===== config.mk =====
export PLATFORM = sky130hd
export DESIGN_NAME = csr_exec_unit
export DESIGN_NICKNAME = d
export VERILOG_FILES = /design/src/rtl/csr_exec_unit.sv
export SDC_FILE = /design/constraint.sdc
export NUM_CORES = 1
export LEC_CHECK = 0
export BUFFER_PORTS_ARGS = -buffer_cell sky130_fd_sc_hd__buf_2
export CORE_AREA = 2 2 224 226
export DETAILED_ROUTE_END_ITERATION = 10
export DIE_AREA = 0 0 226 228
export PLACE_DENSITY = 0.6
export REMOVE_ABC_BUFFERS = 1
export SYNTH_ARGS = -nofsm -noshare
export SYNTH_HDL_FRONTEND = slang
export SYNTH_SLANG_ARGS = --single-unit

===== constraint.sdc =====
create_clock -name clk -period 3.5 [get_ports clk]
set_input_delay 0.175 -clock clk [delete_from_list [all_inputs] [get_ports clk]]
set_output_delay 0.175 -clock clk [all_outputs]
set_load 0.01 [all_outputs]

===== src/rtl/csr_exec_unit.sv =====
// CSR/system instruction sequencer: IDLE -> READ -> EXEC -> DONE, one op in flight.
// Optional read-only-space write check enabled by defining CSR_ILLEGAL_CHECK_EN.
module csr_exec_unit #(
  parameter int XLEN = 64
) (
  input  logic            clk,
  input  logic            reset,
  input  logic            in_valid,
  output logic            in_ready,
  input  logic [XLEN-1:0] in_pc,
  input  logic [2:0]      in_funct3,
  input  logic [11:0]     in_csr_addr,
  input  logic [4:0]      in_rs1,
  input  logic [XLEN-1:0] in_rs1_val,
  input  logic [4:0]      in_rd,
  input  logic            in_is_ecall,
  input  logic            in_is_mret,
  output logic [11:0]     csr_addr_read,
  input  logic [XLEN-1:0] csr_rdata,
  output logic [11:0]     csr_addr_write,
  output logic [XLEN-1:0] csr_wdata,
  output logic            csr_we,
  output logic            csr_is_ecall,
  output logic            csr_is_mret,
  output logic [XLEN-1:0] csr_pc,
  input  logic [XLEN-1:0] csr_next_pc,
  output logic            wb_valid,
  output logic [4:0]      wb_rd,
  output logic [XLEN-1:0] wb_data,
  output logic            redirect_valid,
  output logic [XLEN-1:0] redirect_pc,
  output logic            flush,
  output logic            illegal,
  output logic            busy
);

  typedef enum logic [1:0] {S_IDLE, S_READ, S_EXEC, S_DONE} state_t;

  state_t          r_state;
  logic [XLEN-1:0] r_pc, r_rs1_val, r_old, r_wdata, r_redirect_pc;
  logic [2:0]      r_funct3;
  logic [11:0]     r_addr;
  logic [4:0]      r_rs1, r_rd;
  logic            r_ecall, r_mret;
  logic            r_we, r_trap_e, r_trap_m, r_wb_valid, r_redirect, r_illegal;

  logic            w_is_ecall, w_is_mret, w_is_csr, w_wen, w_illegal;
  logic [XLEN-1:0] w_src, w_new;

  // ECALL wins over MRET, and either wins over the funct3 decode.
  assign w_is_ecall = r_ecall;
  assign w_is_mret  = r_mret & ~r_ecall;
  assign w_is_csr   = ~r_ecall & ~r_mret & (r_funct3[1:0] != 2'b00);
  assign w_src      = r_funct3[2] ? {{(XLEN-5){1'b0}}, r_rs1} : r_rs1_val;
  assign w_wen      = w_is_csr & ((r_funct3[1:0] == 2'b01) | (r_rs1 != 5'd0));

  always_comb begin
    w_new = w_src;
    case (r_funct3[1:0])
      2'b10:   w_new = csr_rdata | w_src;
      2'b11:   w_new = csr_rdata & ~w_src;
      default: w_new = w_src;
    endcase
  end

`ifdef CSR_ILLEGAL_CHECK_EN
  assign w_illegal = w_wen & (r_addr[11:10] == 2'b11);
`else
  assign w_illegal = 1'b0;
`endif

  always_ff @(posedge clk) begin
    if (reset) begin
      r_state       <= S_IDLE;
      r_pc          <= '0;
      r_rs1_val     <= '0;
      r_old         <= '0;
      r_wdata       <= '0;
      r_redirect_pc <= '0;
      r_funct3      <= '0;
      r_addr        <= '0;
      r_rs1         <= '0;
      r_rd          <= '0;
      r_ecall       <= 1'b0;
      r_mret        <= 1'b0;
      r_we          <= 1'b0;
      r_trap_e      <= 1'b0;
      r_trap_m      <= 1'b0;
      r_wb_valid    <= 1'b0;
      r_redirect    <= 1'b0;
      r_illegal     <= 1'b0;
    end else begin
      r_we       <= 1'b0;
      r_trap_e   <= 1'b0;
      r_trap_m   <= 1'b0;
      r_wb_valid <= 1'b0;
      r_redirect <= 1'b0;
      r_illegal  <= 1'b0;
      case (r_state)
        S_IDLE: if (in_valid) begin
          r_pc      <= in_pc;
          r_funct3  <= in_funct3;
          r_addr    <= in_csr_addr;
          r_rs1     <= in_rs1;
          r_rs1_val <= in_rs1_val;
          r_rd      <= in_rd;
          r_ecall   <= in_is_ecall;
          r_mret    <= in_is_mret;
          r_state   <= S_READ;
        end
        // Strobes for EXEC are registered here so they appear as clean pulses.
        S_READ: begin
          r_old    <= csr_rdata;
          r_wdata  <= w_new;
          r_we     <= w_wen & ~w_illegal;
          r_trap_e <= w_is_ecall;
          r_trap_m <= w_is_mret;
          r_state  <= S_EXEC;
        end
        // Trap target is sampled before the CSR file commits the trap at this edge.
        S_EXEC: begin
          r_redirect    <= 1'b1;
          r_redirect_pc <= (w_is_ecall | w_is_mret) ? csr_next_pc : r_pc + XLEN'(4);
          r_wb_valid    <= w_is_csr & (r_rd != 5'd0) & ~w_illegal;
          r_illegal     <= w_illegal;
          r_state       <= S_DONE;
        end
        S_DONE:  r_state <= S_IDLE;
        default: r_state <= S_IDLE;
      endcase
    end
  end

  // Pulses are masked by reset so an aborted op never reaches the CSR file.
  assign in_ready       = (r_state == S_IDLE) & ~reset;
  assign busy           = (r_state != S_IDLE) & ~reset;
  assign csr_we         = r_we & ~reset;
  assign csr_is_ecall   = r_trap_e & ~reset;
  assign csr_is_mret    = r_trap_m & ~reset;
  assign wb_valid       = r_wb_valid & ~reset;
  assign redirect_valid = r_redirect & ~reset;
  assign flush          = r_redirect & ~reset;
  assign illegal        = r_illegal & ~reset;

  assign csr_addr_read  = r_addr;
  assign csr_addr_write = r_addr;
  assign csr_wdata      = r_wdata;
  assign csr_pc         = r_pc;
  assign wb_rd          = r_rd;
  assign wb_data        = r_old;
  assign redirect_pc    = r_redirect_pc;

endmodule


==> Word-level counts from Yosys, hierarchy flattened <==
Cells that the tools add are included.
{ "word_totals": {"reg_bits": 354, "in_bits": 286, "output_inout_bits": 294, "wordCells": 61} }
{ "op_classes": {"addsub": 1, "eq_ne": 7, "mux": 6, "bitwise": 22, "n_reduce_logical": 8} }
{ "ops": {"columns": ["operator", "n"], "rows": [
  ["2-to-1 mux 64 bit", 2],
  ["case mux 64 bit (2 select lines)", 1],
  ["adder 64 x 3 -> 64 bit (second input constant)", 1],
  ["AND 64 bit", 1],
  ["inverter 64 bit", 1],
  ["OR 64 bit", 1],
  ["AND 1 bit", 12],
  ["nonzero test 5 bit", 2],
  ["== test 2 bit (second input constant)", 4],
  ["case mux 2 bit (4 select lines)", 1],
  ["inverter 1 bit", 5],
  ["== test 2 x 1 -> 1 bit (second input constant)", 2],
  ["nonzero test 2 bit", 2],
  ["OR reduction 2 bit", 2],
  ["zero test 2 bit", 1],
  ["2-to-1 mux 2 bit", 1],
  ["inequality test 2 bit (second input constant)", 1],
  ["OR 1 bit", 2],
  ["AND reduction 2 bit", 1],
  ["2-to-1 mux 1 bit", 1]
]} }

==> Depth between registers and ports, before layout <==
Gate-level depths: netlist (run 1).
{ "logic_depth": {"ltp_word": 4, "ltp_mapped": 8, "depth_no_buf": 7} }

==> Worst setup path after synthesis (run 1) <==
OpenSTA, ideal clock, no wires.
{ "synth_path": {"path_kind": "reg-to-reg", "startpoint": "register r_pc[2] (netlist: csr_pc[2])", "endpoint": "register r_redirect_pc[20] (netlist: redirect_pc[20])", "setup_ps": 70, "arrival_time_ps": 2030, "required_time_ps": 3430, "path_slack_ps": 1400, "stages_incl_launch_ff": 8, "path_buffers": 0, "period_less_slack_ps": 2100, "path_cell_list": "dfxtp_1 -> ha_1 -> nand2_1 -> nor4_1 -> nand3_1 -> nor3_1 -> mux2_2 -> a21oi_1"} }
{ "synth_between": {"elab_chain_len": 2} }
{ "synth_lines": {"columns": ["item", "line_no", "rtl"], "rows": [
  ["start, declared", "40", "logic [XLEN-1:0] r_pc, r_rs1_val, r_old, r_wdata, r_redirect_pc;"],
  ["start signal, assigned", "101", "r_pc <= in_pc;"],
  ["adder 64 x 3 -> 64 bit", "123", "r_redirect_pc <= (w_is_ecall | w_is_mret) ? csr_next_pc : r_pc + XLEN'(4);"],
  ["2-to-1 mux 64 bit", "123", null],
  ["end signal, assigned", "123", null],
  ["end, declared", "40", null]
]} }
Every way passes these cells.
A chain may end at the register's enable or synchronous reset.

==> Worst setup path in the final report (run 1) <==
Same ends and word-level chain as after synthesis.

==> impl_metrics.tcl, run 1 <==
set metrics [dict create \
    wl_um 59100 \
    cts-buffers-inserted 41 \
    clock_insertion_delay_worst_skew_ps 550 \
    arrival_ps 3100 \
    groute.usage.overall 0.220 \
    first_global_vias 16300 \
    synth_top_flop_cell "sky130_fd_sc_hd__dfxtp_1" \
    netlist_instances 1860 \
    drive_gt1_frac 0.259 \
    synth_simple_gate_area_frac 0.208 \
    setup-violations-final 0 \
    worstPathMaxFanout 7 \
    run_status "complete, no violations" \
    core-area_um2 49300 \
    slew_headroom 0.159 \
    power_leakage_nw 9.67 \
    synth.cell_area_um2 15100 \
    cpLargestDelayFamily "simple AND/OR/NAND/NOR gates" \
    grt_remaining_overflow 0 \
    critical-path-max-stage-delay_ps 690 \
    worstPathBufferInverterCount 0 \
    io_pins 580 \
    grt_start_max_net_pins 183 \
    timing_hold_violations_final 0 \
    synthMuxAreaShare 0.0511 \
    max_freq_mhz 380 \
    detailedPlacementHpwl_um 39700 \
    type_of_element_launching_the_critical_path "flip-flop" \
    critPathKind "reg -> reg" \
    via_count 16400 \
    dieArea_um2 51500 \
    post-route-period-util 0.752 \
    synth-edff-count 0 \
    number_of_max_cap_violations 0 \
    worst_path_max_delay_cell "sky130_fd_sc_hd__nor4_1" \
    synth.ff_latch_count 354 \
    first_pass_iters 5 \
    floorplan.initialDensity 0.306 \
    clock_sink_count 354 \
    num-fill-cells 4705 \
    routabilityCongestion 0.917 \
    r2r_cells 7 \
    seq_area_frac_synth 0.469 \
    synth.lib_cells_used.distinct 55 \
    tightest_slew_ps 1260 \
    r2r_start "csr_pc[2]" \
    post_synthesis_compound_gate_area_fraction 0.174 \
    grt_pass1_wl_um 90700 \
    synth_top_family_by_area "simple AND/OR/NAND/NOR gates" \
    number_of_h_tree_branching_levels 2 \
    drt-initial-drc-count 1200 \
    final_period_minus_worst_setup_slack_ps 2630 \
    synth.area.top_cells "sky130_fd_sc_hd__dfxtp_1 (47%), sky130_fd_sc_hd__nand2_1 (8.9%), sky130_fd_sc_hd__a21oi_1 (6.0%)" \
    num_rows 82 \
    post-route-util 0.459 \
    die_w_um 226 \
    cts_tree "done" \
    drt-wirelength-per-cell_um 17.8 \
    final_net_count 2911 \
    max-clock-path-buffers 3 \
    worstPathCellList "ha_1, nand2_1, nor4_1, nand3_1, nor3_1, mux2_2, a21oi_1" \
    reg2reg_to "redirect_pc[20]" \
    synth.avg_cell_area_um2 8.13 \
    synthDominantCellAreaShare 0.469 \
    fin_skew_ps 13.3 \
    area.growth.synth_to_final_pct 50.0 \
    synthDominantAreaCellType "sky130_fd_sc_hd__dfxtp_1" \
    critical_path_required_ps 3970 \
    synth-xor-area-share 0.0336 \
    top_library_cells_by_usage_in_the_layout_fill_and_taps_aside "sky130_fd_sc_hd__buf_2 (577), sky130_fd_sc_hd__nand2_1 (358), sky130_fd_sc_hd__dfxtp_1 (352)" \
    fp.dieH_um 228 \
    avgViaCountPerCell 4.95 \
    yosysWarnings 0 \
    hp-start "csr_next_pc[55]" \
    vdd_drop_max_uv 466 \
    r2r_setup_slack_ps 870 \
    ant_nets 0 \
    yosys.area_share.adder 0.00331 \
    antenna_found_initial 3 \
    postLayoutCellArea_um2 22700 \
    worst_setup_hold_path_clk_slew_ps 60 \
    final_common_cell "sky130_fd_sc_hd__buf_2" \
    drv_slew 0 \
    path_class_of_the_lowest_slack_min_delay_path "in -> reg" \
    timing.critical_path.to_type "flip-flop" \
    power.density_cell_area_nw_per_um2 694 \
    buffer_ports.inserted 578 \
    drc 0 \
    postPlaceCellArea_um2 18500 \
    grt_setup_unrepaired "false" \
    hold_path_depth 4 \
    min_to "redirect_pc[55]" \
    cts_root_cell "sky130_fd_sc_hd__clkbuf_16" \
    asyncSetResetFlopFracSynth 0 \
]
## cell type report
| cell class | instances | area (um2) | area share |
|---|---|---|---|
| repair buffers | 882 | 6010 | 0.265 |
| diodes | 2 | 5.00 | 0.000221 |
| clock buffers | 59 | 1230 | 0.0541 |
| flip-flops and latches | 354 | 7090 | 0.313 |
| inverters | 67 | 251 | 0.0111 |
| multi-input cells | 1275 | 7140 | 0.315 |
| clock inverters | 12 | 100 | 0.00442 |
| well taps | 672 | 841 | 0.0371 |
## report_power, final
group	switching [W]	leakage, nW	total, W	internal (W)
clock network	0.00175	0.655	0.00425	0.00251
logic	0.00339	6.12	0.00578	0.00239
registers	0.000723	2.90	0.00570	0.00498
total	0.00586	9.67	0.0157	0.00987
## flip-flops by register name (all words and copies together) (netlist names), 2 cells and up
name,flops
csr_pc,64
csr_wdata,64
r_rs1_val,64
redirect_pc,64
wb_data,64
csr_addr_read,12
r_rs1,5
wb_rd,5
r_funct3,3
r_state,2
## how the worst max path moves through the flow
stage                     startpoint         endpoint  cells past startpoint
after detailed placement   csr_pc[2]  redirect_pc[20]                      7
after global routing       csr_pc[2]  redirect_pc[20]                      7
final                      csr_pc[2]  redirect_pc[20]                      7
after CTS                  csr_pc[2]  redirect_pc[20]                      7
after global placement     csr_pc[2]  redirect_pc[20]                      7
after floorplan           r_state[1]    csr_wdata[63]                      4
## worst min-delay path, delay by kind of cell
family | cells | cell delay, ps
simple gates | 1 | 140
compound gates | 2 | 170
buf+inv | 1 | 70
## cell families after synthesis
logic type      after synthesis
mux                          77
other cells                   1
xor+xnor                     58
buf+inv                     231
fa+ha+maj                     4
compound gates              408
flops                       354
simple gates                727
## routing by layer
layer / global-route usage / wire (um)
met1: 0.260 / 23800
met2: 0.382 / 28900
met3: 0.0502 / 4370
met4: 0.0890 / 2060
met5: 0 / 8
## cells in the mapped netlist, drive strengths merged (33+ instances only)
cell	instances
a21oi	182
clkbuf	135
dfxtp	354
inv	66
mux2i	76
nand2	359
nand3	35
nor2	173
nor3	81
o211ai	58
o21ai	44
o311a	58
xnor2	33
## repair_timing
item,CTS,global route
endpoints found under the hold margin,264,0
hold buffers,281,0
gates resized for setup,0,0
setup buffers,0,0
## per-stage QoR
step / TNS (ps) / power, W / hold slack [ps] / cells / worst slack, ps
6_report: 0 / 0.0157 / 52.3 / 3323 / 869
5_1_grt: 0 / 0.0167 / 38.6 / 3323 / 738
4_1_cts: 0 / 0.0158 / 5.44 / 3321 / 898
3_5_place_dp: 0 / 0.0112 / 405 / 2969 / 911
3_3_place_gp: 0 / 0.0111 / 398 / 2969 / 1070
2_1_floorplan: -255190 / 0.00880 / 244 / 1696 / -1980
Note: power is estimated with default switching activity, not from simulation.
==> run 2, diff against run 1 <==
- CORE_AREA: 2 2 224 226 -> 2 2 226 228
- DIE_AREA: 0 0 226 228 -> 0 0 228 230
- PLACE_DENSITY: 0.6 -> 0.59
- clock period: 3.5 -> 2.7 ns (I/O delays scaled with it)
==> impl_metrics.tcl, run 2 (same netlist as run 1, synthesis figures left out) <==
set metrics [dict create \
    io_pins 580 \
    drive_gt1_frac 0.263 \
    critical-path-max-stage-delay_ps 440 \
    worst_path_depth 8 \
    r2r_cells 8 \
    worstPathBufferInverterCount 1 \
    net-switching-power_w 0.00759 \
    critPathLaunch "csr_pc[2]" \
    fp.dieH_um 230 \
    antenna_found_initial 0 \
    power.density_cell_area_nw_per_um2 913 \
    tightest_slew_ps 1310 \
    wl_um 59600 \
    worstPathMaxFanout 10 \
    setup-violations-final 0 \
    first_global_vias 16100 \
    path_class_of_the_lowest_slack_min_delay_path "in -> reg" \
    num_rows 82 \
    worstSetupEndpoint "redirect_pc[58]" \
    final_common_cell "sky130_fd_sc_hd__buf_2" \
    drt-wirelength-per-cell_um 17.9 \
    max-clock-path-buffers 3 \
    cpLargestDelayFamily "simple AND/OR/NAND/NOR gates" \
    switching_share 0.365 \
    worst_setup_hold_path_clk_slew_ps 60 \
    grt_start_max_net_pins 158 \
    final_net_count 2913 \
    drc 0 \
    first_pass_iters 5 \
    comb_pwr_share 0.360 \
    post-route-util 0.457 \
    postLayoutCellArea_um2 22800 \
    grt_remaining_overflow 0 \
    arrival_ps 2890 \
    postPlaceCellArea_um2 18600 \
    ant_nets 0 \
    number_of_max_cap_violations 0 \
    timing_hold_violations_final 0 \
    num_antenna_cells 0 \
    dieArea_um2 52400 \
    fin_skew_ps 19.1 \
    routabilityCongestion 0.923 \
    cts_root_cell "sky130_fd_sc_hd__clkbuf_16" \
    whs_ps 37.4 \
    critPathKind "reg -> reg" \
    floorplan.initialDensity 0.303 \
    via_count 16400 \
    power.sequential.fraction 0.353 \
    p_int_w 0.0132 \
    area.growth.synth_to_final_pct 50.6 \
    buffer_ports.inserted 578 \
    post-route-period-util 0.930 \
    r2r_start "csr_pc[2]" \
    max_freq_mhz 398 \
    grt_pass1_wl_um 92200 \
    drv_slew 0 \
    power_leakage_nw 9.71 \
    detailedPlacementHpwl_um 40000 \
    number_of_h_tree_branching_levels 2 \
    reg2reg_to "redirect_pc[58]" \
    top_library_cells_by_usage_in_the_layout_fill_and_taps_aside "sky130_fd_sc_hd__buf_2 (577), sky130_fd_sc_hd__nand2_1 (358), sky130_fd_sc_hd__dfxtp_1 (352)" \
    final_period_minus_worst_setup_slack_ps 2510 \
    clock_insertion_delay_worst_skew_ps 550 \
    avgViaCountPerCell 4.94 \
    r2r_setup_slack_ps 190 \
    worstPathCellList "ha_1, nand2_1, nor3_1, buf_4, nand4b_2, nor3_1, xnor2_1, o22ai_1" \
    clock_sink_count 354 \
    grt_setup_unrepaired "false" \
    worst_path_max_delay_cell "sky130_fd_sc_hd__dfxtp_1" \
    core-area_um2 49900 \
    clockPowerShare 0.286 \
    slew_headroom 0.126 \
    cts-buffers-inserted 41 \
    type_of_element_launching_the_critical_path "flip-flop" \
    run_status "complete, no violations" \
    timing.critical_path.to_type "flip-flop" \
    cp_common_cell "sky130_fd_sc_hd__nor3_1" \
    critical_path_required_ps 3080 \
    die_w_um 228 \
    vdd_drop_max_uv 572 \
    groute.usage.overall 0.218 \
    cts_tree "done" \
    drt-initial-drc-count 1001 \
]
-- run 2: cell count changes in the layout (fill, tap and decap cells not counted), sizes merged --
cell / delta
bufinv: +5
clkbuf: -2
buf: +7
clkinvlp: -2
clkinv: -1
dlygate4sd3: -5
diode: -2
-- run 2: how the worst min path moves through the flow --
stage                                from               end  depth (start not counted)
after floorplan                     reset  csr_addr_read[0]                          1
after global placement    csr_next_pc[19]   redirect_pc[19]                          3
after detailed placement  csr_next_pc[27]   redirect_pc[27]                          3
after CTS                 csr_next_pc[43]   redirect_pc[43]                          4
after global routing      csr_next_pc[46]   redirect_pc[46]                          4
final                     csr_next_pc[43]   redirect_pc[43]                          4
-- run 2: metrics by stage --
stage	setup TNS (ps)	setup WS, ps	cells	total power [W]
global placement	0	248	2975	0.0144
CTS	0	167	3322	0.0209
floorplan	-484190	-2780	1696	0.0108
detailed placement	0	188	2975	0.0146
finish	0	190	3323	0.0208
global route	0	57.1	3323	0.0220
-- run 2: timing repair --
item,CTS,global route
hold buffers,276,0
endpoints found under the setup margin,0,4
resized for setup,0,1
endpoints found under the hold margin,308,0
buffers inserted,0,1
-- run 2: metal layers --
metal	vias to the layer above	share of wire	track usage
met2	668	0.49	0.378
met5	-	0	0
met1	7763	0.41	0.265
met3	100	0.071	0.0506
li1	7897	-	-
met4	0	0.031	0.0743
-- run 2: power groups by stage --
stage | logic, W | registers (W) | clock network [W]
finish | 0.00749 | 0.00735 | 0.00595
global route | 0.00822 | 0.00749 | 0.00631
CTS | 0.00751 | 0.00733 | 0.00610
detailed placement | 0.00716 | 0.00742 | 0
global placement | 0.00708 | 0.00736 | 0
floorplan | 0.00334 | 0.00745 | 0
-- run 2: final cells by class --
type	instances	area [um2]
fillers	4857	27100
multi-input cells	1275	7150
flip-flops and latches	354	7090
repair buffers	884	6000
clock buffers	57	1210
well taps	672	841
inverters	67	251
clock inverters	14	225
-- run 2: worst register-to-register path: stages (launching register included) --
cell                       delay [ps]
sky130_fd_sc_hd__dfxtp_1          440
sky130_fd_sc_hd__ha_1             250
sky130_fd_sc_hd__nand2_1          160
sky130_fd_sc_hd__nor3_1           350
sky130_fd_sc_hd__buf_4            200
sky130_fd_sc_hd__nand4b_2         340
sky130_fd_sc_hd__nor3_1           340
sky130_fd_sc_hd__xnor2_1          150
sky130_fd_sc_hd__o22ai_1          100
==> run 3, diff against run 2 <==
- RECOVER_POWER: unset -> 100
==> impl_metrics.tcl, run 3 (same netlist as run 1, synthesis figures left out) <==
set metrics [dict create \
    vdd_drop_max_uv 565 \
    buffer_ports.inserted 578 \
    num-fill-cells 5030 \
    drv_slew 0 \
    first_pass_iters 6 \
    wl_um 59500 \
    floorplan.initialDensity 0.303 \
    ant_nets 0 \
    finalNonFillerCells 3324 \
    drc 0 \
    number_of_h_tree_branching_levels 2 \
    final_common_cell "sky130_fd_sc_hd__nand2_1" \
    timing.critical_path.to_type "flip-flop" \
    first_global_vias 16100 \
    avgViaCountPerCell 4.95 \
    dieArea_um2 52400 \
    setup-violations-final 0 \
    critPathKind "reg -> reg" \
    antenna_found_initial 0 \
    cts_tree "done" \
    grt_start_max_net_pins 158 \
    critical_path_required_ps 3090 \
    grt_setup_unrepaired "false" \
    type_of_element_launching_the_critical_path "flip-flop" \
    worst_setup_hold_path_clk_slew_ps 60 \
    worst_path_max_delay_cell "sky130_fd_sc_hd__nor4_4" \
    number_of_max_cap_violations 0 \
    max-clock-path-buffers 3 \
    cts_root_cell "sky130_fd_sc_hd__clkbuf_16" \
    critical-path-max-stage-delay_ps 620 \
    power_leakage_nw 8.50 \
    max_freq_mhz 400 \
    routabilityCongestion 0.923 \
    critPathLaunch "csr_pc[10]" \
    fin_skew_ps 17.1 \
    worstPathMaxFanout 10 \
    core-area_um2 49900 \
    power.density_cell_area_nw_per_um2 917 \
    final_net_count 2913 \
    arrival_ps 2880 \
    groute.usage.overall 0.218 \
    die_w_um 228 \
    clock_sink_count 354 \
    area.growth.synth_to_final_pct 47.8 \
    clock_insertion_delay_worst_skew_ps 550 \
    path_class_of_the_lowest_slack_min_delay_path "in -> reg" \
    hp-start "csr_next_pc[43]" \
    r2r_start "csr_pc[10]" \
    slew_headroom 0.136 \
    worstPathCellList "nand4_4, nor4_4, nand4b_2, nor3_1, xnor2_1, o22ai_1" \
    drt-wirelength-per-cell_um 17.9 \
    grt_remaining_overflow 0 \
    numPlacedInstances 2975 \
    detailedPlacementHpwl_um 40000 \
    cts-buffers-inserted 41 \
    run_status "complete, no violations" \
    io_pins 580 \
    fin_setup_tns_ps 0 \
    post-route-util 0.448 \
    final_period_minus_worst_setup_slack_ps 2500 \
    grt_pass1_wl_um 92200 \
    drive_gt1_frac 0.152 \
    tightest_slew_ps 1290 \
    via_count 16400 \
    num_rows 82 \
    top_library_cells_by_usage_in_the_layout_fill_and_taps_aside "sky130_fd_sc_hd__nand2_1 (358), sky130_fd_sc_hd__dfxtp_1 (353), sky130_fd_sc_hd__clkbuf_1 (296)" \
    post-route-period-util 0.925 \
    fp.dieH_um 230 \
    drt-initial-drc-count 1003 \
    timing_hold_violations_final 0 \
]
-- run 3: cell types whose count changed in the layout (fill, tap and decap cells not counted), moves of 2 or more --
cell / delta
sky130_fd_sc_hd__clkbuf_1: +290
sky130_fd_sc_hd__buf_2: -287
sky130_fd_sc_hd__buf_4: -6
sky130_fd_sc_hd__clkbuf_2: +4
sky130_fd_sc_hd__buf_12: -3
sky130_fd_sc_hd__clkbuf_4: +2
-- run 3: what timing repair did --
item                       in CTS  in global routing
setup endpoints to repair       0                  4
hold endpoints to repair      308                  0
gates resized for setup         0                  1
hold buffers                  276                  0
buffers inserted                0                  1
-- run 3: layer usage --
layer	vias up	GRT usage	wire length, um
li1	7899	-	-
met1	7760	0.265	24600
met2	676	0.378	28800
met3	110	0.0506	4140
met4	0	0.0743	1970
met5	-	0	0
-- run 3: final timing paths --
path,to,cells after the start,slack [ps]
worst min register to register,r_rs1_val[21],2,450
worst min-delay path,redirect_pc[43],4,30
worst max-delay path,redirect_pc[58],6,200
worst max register to register,redirect_pc[58],6,200
-- run 3: layout make-up --
type	instances	area, um2	area share
multi-input combinational	1275	7140	0.320
sequential	354	7090	0.317
timing repair buffer	884	5580	0.250
clock buffer	57	1210	0.0541
tap	672	841	0.0376
inverter	67	251	0.0113
clock inverter	14	225	0.0101
antenna	1	2.50	0.000112
-- run 3: critical path: cells and delay by family, from the launching register on --
family | cells | cell delay, ps
compound gates | 1 | 100
flops | 1 | 490
xor+xnor | 1 | 150
simple gates | 4 | 1570
-- run 3: power by group --
part	internal, W	switching, W	leakage [nW]
Combinational	0.00275	0.00443	4.89
Clock	0.00369	0.00226	0.712
Sequential	0.00646	0.000911	2.90
Total	0.0129	0.00760	8.50
-- run 3: metrics by stage --
step                power, W  hold slack [ps]  worst slack, ps  area (um2)
finish                0.0205             33.4              202       22300
global route          0.0217             27.7             37.6       22300
CTS                   0.0209            0.600              167       22800
detailed placement    0.0146              361              188       18600
global placement      0.0144              361              248       18600
floorplan             0.0108              204            -2780       14400
